### config.mk
export PLATFORM = sky130hd
export DESIGN_NAME = mem_stage
export DESIGN_NICKNAME = d
export VERILOG_FILES = /design/src/rtl/mem_stage.sv
export SDC_FILE = /design/constraint.sdc
export NUM_CORES = 1
export LEC_CHECK = 0
export ABC_AREA = 1
export ABC_CLOCK_PERIOD_IN_PS = 9750
export BUFFER_PORTS_ARGS = -buffer_cell sky130_fd_sc_hd__buf_2
export CELL_PAD_IN_SITES_DETAIL_PLACEMENT = 1
export CELL_PAD_IN_SITES_GLOBAL_PLACEMENT = 2
export CORE_MARGIN = 1
export CORE_UTILIZATION = 26
export DETAILED_ROUTE_END_ITERATION = 6
export GPL_ROUTABILITY_DRIVEN = 0
export PLACE_DENSITY = 0.95
export SKIP_LAST_GASP = 1
export SLEW_MARGIN = 25
export SYNTH_ARGS = -nofsm -noshare
export SYNTH_HDL_FRONTEND = slang
export SYNTH_SLANG_ARGS = --single-unit
### constraint.sdc
create_clock -name CLK -period 9.75 [get_ports CLK]
set_clock_uncertainty 0.2 [all_clocks]
set_input_delay 2.925 -clock CLK [delete_from_list [all_inputs] [get_ports CLK]]
set_output_delay 2.925 -clock CLK [all_outputs]
set_load 0.01 [all_outputs]
### src/rtl/mem_stage.sv
// MEM stage of a 5-stage RV32I pipeline: data-memory req/ack transaction with byte-lane
// steering, load extension, writeback-value selection and the MEM/WB register.
module mem_stage #(
  parameter int TIMEOUT = 16
) (
  input  logic        CLK,
  input  logic        RST,
  input  logic        RegWrite_i,
  input  logic [1:0]  ResultSrc_i,
  input  logic [3:0]  MemRead_i,
  input  logic [3:0]  MemWrite_i,
  input  logic [31:0] ALUResult_i,
  input  logic [31:0] WriteData_i,
  input  logic [4:0]  RD_addr_i,
  input  logic [31:0] pc_incr_i,
  input  logic [31:0] pc_target_i,
  input  logic        imm_ui_i,
  input  logic [31:0] imm_extd_i,
  output logic        RegWrite_o,
  output logic [31:0] Result_o,
  output logic [4:0]  RD_addr_o,
  output logic        dmem_req,
  output logic        dmem_we,
  output logic [3:0]  dmem_be,
  output logic [31:0] dmem_addr,
  output logic [31:0] dmem_wdata,
  input  logic [31:0] dmem_rdata,
  input  logic        dmem_ack,
  output logic        stall_o,
  output logic        misalign_o,
  output logic        bus_err_o
);

  typedef enum logic [1:0] {S_IDLE, S_WAIT, S_DONE} state_t;
  typedef enum logic [1:0] {SZ_BYTE, SZ_HALF, SZ_WORD} size_t;

  localparam int CW = (TIMEOUT > 1) ? $clog2(TIMEOUT) : 1;

  state_t        state;
  logic [CW-1:0] cnt;
  logic          err;
  logic [1:0]    addr_lo;
  logic [31:0]   load_data;

  logic        is_store, is_access, misaligned, access_go, timeout_hit;
  size_t       size;
  logic [3:0]  mask, be;
  logic [31:0] wdata_rep, ext, result_sel;
  logic [7:0]  lane_b;
  logic [15:0] lane_h;

  // NOTE: every signal gets a default at the top of always_comb so no path can infer a latch.
  always_comb begin
    is_store  = (MemWrite_i != 4'b0000);
    is_access = is_store || (MemRead_i != 4'b0000);
    size      = SZ_WORD;
    if (is_store) begin
      case (MemWrite_i)
        4'b0001: size = SZ_BYTE;
        4'b0011: size = SZ_HALF;
        default: size = SZ_WORD;
      endcase
    end else begin
      case (MemRead_i[1:0])
        2'b01:   size = SZ_BYTE;
        2'b10:   size = SZ_HALF;
        default: size = SZ_WORD;
      endcase
    end
    misaligned = is_access &&
                 (((size == SZ_HALF) && ALUResult_i[0]) ||
                  ((size == SZ_WORD) && (ALUResult_i[1:0] != 2'b00)));
    access_go  = is_access && !misaligned;

    mask      = 4'b1111;
    wdata_rep = WriteData_i;
    case (size)
      SZ_BYTE: begin mask = 4'b0001; wdata_rep = {4{WriteData_i[7:0]}};  end
      SZ_HALF: begin mask = 4'b0011; wdata_rep = {2{WriteData_i[15:0]}}; end
      default: begin mask = 4'b1111; wdata_rep = WriteData_i;            end
    endcase
    // Loads always fetch the whole word; the lane is picked out on ack.
    be = is_store ? (mask << ALUResult_i[1:0]) : 4'b1111;

    case (addr_lo)
      2'd0:    lane_b = dmem_rdata[7:0];
      2'd1:    lane_b = dmem_rdata[15:8];
      2'd2:    lane_b = dmem_rdata[23:16];
      default: lane_b = dmem_rdata[31:24];
    endcase
    lane_h = addr_lo[1] ? dmem_rdata[31:16] : dmem_rdata[15:0];
    case (MemRead_i[1:0])
      2'b01:   ext = MemRead_i[2] ? {24'b0, lane_b} : {{24{lane_b[7]}}, lane_b};
      2'b10:   ext = MemRead_i[2] ? {16'b0, lane_h} : {{16{lane_h[15]}}, lane_h};
      default: ext = dmem_rdata;
    endcase

    case (ResultSrc_i)
      2'b00:   result_sel = ALUResult_i;
      2'b01:   result_sel = load_data;
      2'b10:   result_sel = pc_incr_i;
      default: result_sel = imm_ui_i ? imm_extd_i : pc_target_i;
    endcase

    timeout_hit = (TIMEOUT != 0) && (cnt == CW'(TIMEOUT - 1));
    stall_o     = ((state == S_IDLE) && access_go) || (state == S_WAIT);
    misalign_o  = (state == S_IDLE) && misaligned;
  end

  // NOTE: sequential state uses non-blocking assignments only, so every register sees pre-edge values.
  always_ff @(posedge CLK) begin
    if (RST) begin
      state      <= S_IDLE;
      cnt        <= '0;
      err        <= 1'b0;
      addr_lo    <= 2'b00;
      load_data  <= '0;
      dmem_req   <= 1'b0;
      dmem_we    <= 1'b0;
      dmem_be    <= 4'b0000;
      dmem_addr  <= '0;
      dmem_wdata <= '0;
      bus_err_o  <= 1'b0;
      RegWrite_o <= 1'b0;
      Result_o   <= '0;
      RD_addr_o  <= '0;
    end else begin
      bus_err_o <= 1'b0;
      case (state)
        S_IDLE: if (access_go) begin
          state      <= S_WAIT;
          dmem_req   <= 1'b1;
          dmem_we    <= is_store;
          dmem_be    <= be;
          dmem_addr  <= {ALUResult_i[31:2], 2'b00};
          dmem_wdata <= is_store ? wdata_rep : '0;
          addr_lo    <= ALUResult_i[1:0];
          err        <= 1'b0;
          cnt        <= '0;
        end
        S_WAIT: if (dmem_ack) begin
          load_data <= ext;
          dmem_req  <= 1'b0;
          state     <= S_DONE;
        end else if (timeout_hit) begin
          dmem_req  <= 1'b0;
          bus_err_o <= 1'b1;
          err       <= 1'b1;
          state     <= S_DONE;
        end else begin
          cnt <= cnt + 1'b1;
        end
        S_DONE: begin
          state <= S_IDLE;
          cnt   <= '0;
        end
        default: state <= S_IDLE;
      endcase

      // MEM/WB register: bubble while stalled or on a dropped access.
      if (stall_o || misalign_o) begin
        RegWrite_o <= 1'b0;
      end else begin
        RegWrite_o <= RegWrite_i && !is_store && !((state == S_DONE) && err);
        Result_o   <= result_sel;
        RD_addr_o  <= RD_addr_i;
      end
    end
  end

endmodule
==> reports/metrics.csv <==
stage,metric,value,unit
synthesis,synthesis warning total,0,
pwr,Pleak,4.616,nW
routing,Initial DRC Count,520,
synthesis,"area leader, netlist",dfxtp_1,
cts,setup bufs post-CTS,0,
routing,via density per instance,4.862,
floorplanning,Die Y,169.2,µm
synthesis,ys async rst share,0,%
timing,achievable frequency,0.1224,GHz
synthesis,post-synthesis cell count,1088,
placement,worst slack at placement,1.552,ns
floorplanning,# rows,60,
floorplanning,Die W,169.2,µm
timing,pins over their slew limit,0,
cts,total CTS buffers,17,
timing,RSZ-0062 raised after global routing,no,
finish,design area,9709,µm²
routing,total number of vias,8537,
routing,antenna-violating nets left,0,
finish,Final #Nets,1580,
critical_path,CP max FO,29,
synthesis,top-count cell post-synth,nand2_1,
timing,Final setup viols,0,
synthesis,"top cells by count, synth","nand2_1 (305), a21oi_1 (172), dfxtp_1 (148)",
pwr,worst vdd ir,0.00009519,V
placement,IO Port Bufs,320,
synthesis,register area share after synthesis,40.75,%
cts,CTS tree,yes,
timing,Final period util,83.81,%
critical_path,"Arr. time, crit path",5.05,ns
pwr,Pwr per Cell Area,180.2,nW/µm²
critical_path,Crit-path slowest cell,ha_1,
critical_path,CP endpoint kind,primary output,
global_route,number of global-route vias before repair,8403,
placement,DPL Wire Length,23890,µm
synthesis,"flops & latches, synth",148,
routing,Wirelength per Cell,18.45,µm
flow_run,Max-Cap Viols,0,
cts,hold_buf cts,0,
routing,drt pass-1 iters,5,
critical_path,WS Path Type,in2out,
synthesis,Cell variety after synth,38,
synthesis,Post-synth EDFFs,0,
critical_path,CP Launch Type,input port,
timing,Hold Fails Final Rpt,0,
critical_path,Crit path largest cell delay,0.60,ns
timing,Total Neg Setup Slack,0,ns
floorplanning,starting density of the core,26.75,%
global_route,grt total ovfl,0,
cts,cts repair resizes,0,
timing,Slew @ Worst Pin,0.9655,ns
critical_path,worst-path cell chain,buf_2 -> inv_1 -> ha_1 -> nand2_1 -> a21oi_2 -> buf_4 -> nand3_2 -> nand3_4 -> nand2_1 -> buf_2,
synthesis,Synth top area share,40.75,%
cts,clk sinks,148,
synthesis,Synth Area per Inst,6.683,µm²
timing,Max-slew headroom,35.56,%
timing,setup ws final,1.578,ns
routing,DRT Wirelength,32390,µm
cts,clock buffer depth,2,
routing,DRC viols,0,
cts,htree depth,4,
cts,clk root buf,clkbuf_16,
global_route,global-route wire length before repair,48400,µm
finish,layout cells sized above 1,27.54,%
cts,"CTS clk-pin slew, worst paths",0.06,ns
worst_hold_path,min-delay worst type,reg2reg,
floorplanning,io pins,323,
synthesis,main area contributors after synthesis,"dfxtp_1 (41%), nand2_1 (16%), a21oi_1 (12%), o21ai_0 (7.6%), nor2_1 (6.3%)",
finish,P&R area growth vs syn,33.54,%
global_route,pin count of the biggest net entering global routing,76,
global_route,initial antenna violation count,7,
timing,min Tclk post-route,8.172,ns
floorplanning,Die ar.,28640,µm²
synthesis,Synth Cell Area,7271,µm²
finish,final core occ,35.73,%
global_route,total track usage,22.15,%
critical_path,WP data required,6.63,ns
placement,area post-placement,9084,µm²
run_status,status,finished clean,
cts,clock insertion delay at the later pin of the skew report,0.43,ns
synthesis,top_reg_cell synth,dfxtp_1,
floorplanning,core area,27180,µm²
-- power breakdown --
group | internal [mW] | switching [mW]
Combinational | 0.133 | 0.244
Clock | 0.348 | 0.329
Sequential | 0.662 | 0.0320
Total | 1.14 | 0.606
-- final timing paths --
kind                start              to  slack, ns  cells past startpoint
max          MemRead_i[0]         stall_o       1.58                     10
min                   err      RegWrite_o       0.26                      1
max reg2reg      state[1]  dmem_wdata[30]       6.81                      7
min reg2reg           err      RegWrite_o       0.26                      1
-- area by class of cell --
class / count / area (µm²)
tap: 372 / 465.4
multi-input combinational: 809 / 3776
antenna: 8 / 20.02
clock buffer: 17 / 425.4
timing repair buffer: 327 / 1654
sequential: 148 / 2963
inverter: 60 / 225.2
fill: 3603 / 17470
clock inverter: 15 / 180.2
-- sequential cells by signal, indices dropped and copies added (netlist names), 4 cells and up --
name and cells:
dmem_be 4, dmem_addr 30, dmem_wdata 32, Result_o 32
load_data 32, cnt 4, RD_addr_o 5
-- layer usage --
metal	vias up	part of all wire, %	GRT usage (%)
li1	4165	-	-
met4	0	1.2	4.622
met2	271	49	38.90
met5	-	0	0
met3	28	6.0	4.781
met1	4073	43	27.64
-- worst max-delay path, delay by kind of cell --
| family | cells | cell delay [ns] |
|---|---|---|
| and+or+nand+nor | 4 | 0.80 |
| AOI/OAI and AO/OA | 1 | 0.14 |
| buffers and inverters | 4 | 0.57 |
| adders and majority gates | 1 | 0.60 |
-- stage by stage --
stage / instances / power, mW / hold WS [ns]
floorplan: 1089 / 0.9164 / 0.2286
global placement: 1716 / 1.080 / 0.2486
detailed placement: 1716 / 1.088 / 0.2538
CTS: 1748 / 1.769 / 0.2620
global route: 1750 / 1.834 / 0.2774
finish: 1756 / 1.749 / 0.2613
-- cell families (layout without fill, tap and decap cells) --
logic type	Yosys count	in the layout	synth area share (%)
DFF	148	148	40.75
and+or+nand+nor	467	467	25.69
buffers and inverters	132	419	7.434
other	1	10	0.05158
muxes	1	1	0.1377
AOI/OAI and AO/OA	334	334	25.07
adders and majority gates	5	5	0.8604
-- layout by cell type, fill, tap and decap left out, types with 3 or more instances in the layout --
cell type / netlist / routed
inv_1: 57 / 55
clkinv_8: 0 / 5
o31ai_1: 6 / 6
a211oi_1: 11 / 11
dfxtp_1: 148 / 148
buf_4: 7 / 7
inv_8: 0 / 5
nor3_1: 6 / 6
diode_2: 0 / 8
inv_2: 2 / 4
nor2_4: 4 / 4
ha_1: 5 / 5
nor2_1: 122 / 120
o22ai_1: 3 / 3
a21oi_1: 172 / 172
a221oi_1: 6 / 6
nand3_1: 21 / 21
nor2_2: 1 / 3
clkbuf_16: 0 / 17
o21ai_0: 111 / 111
a22o_1: 4 / 4
nand3_2: 3 / 3
nand2_1: 305 / 305
buf_2: 15 / 320
o2111ai_1: 13 / 13
Power figures use the tool's default switching activity.
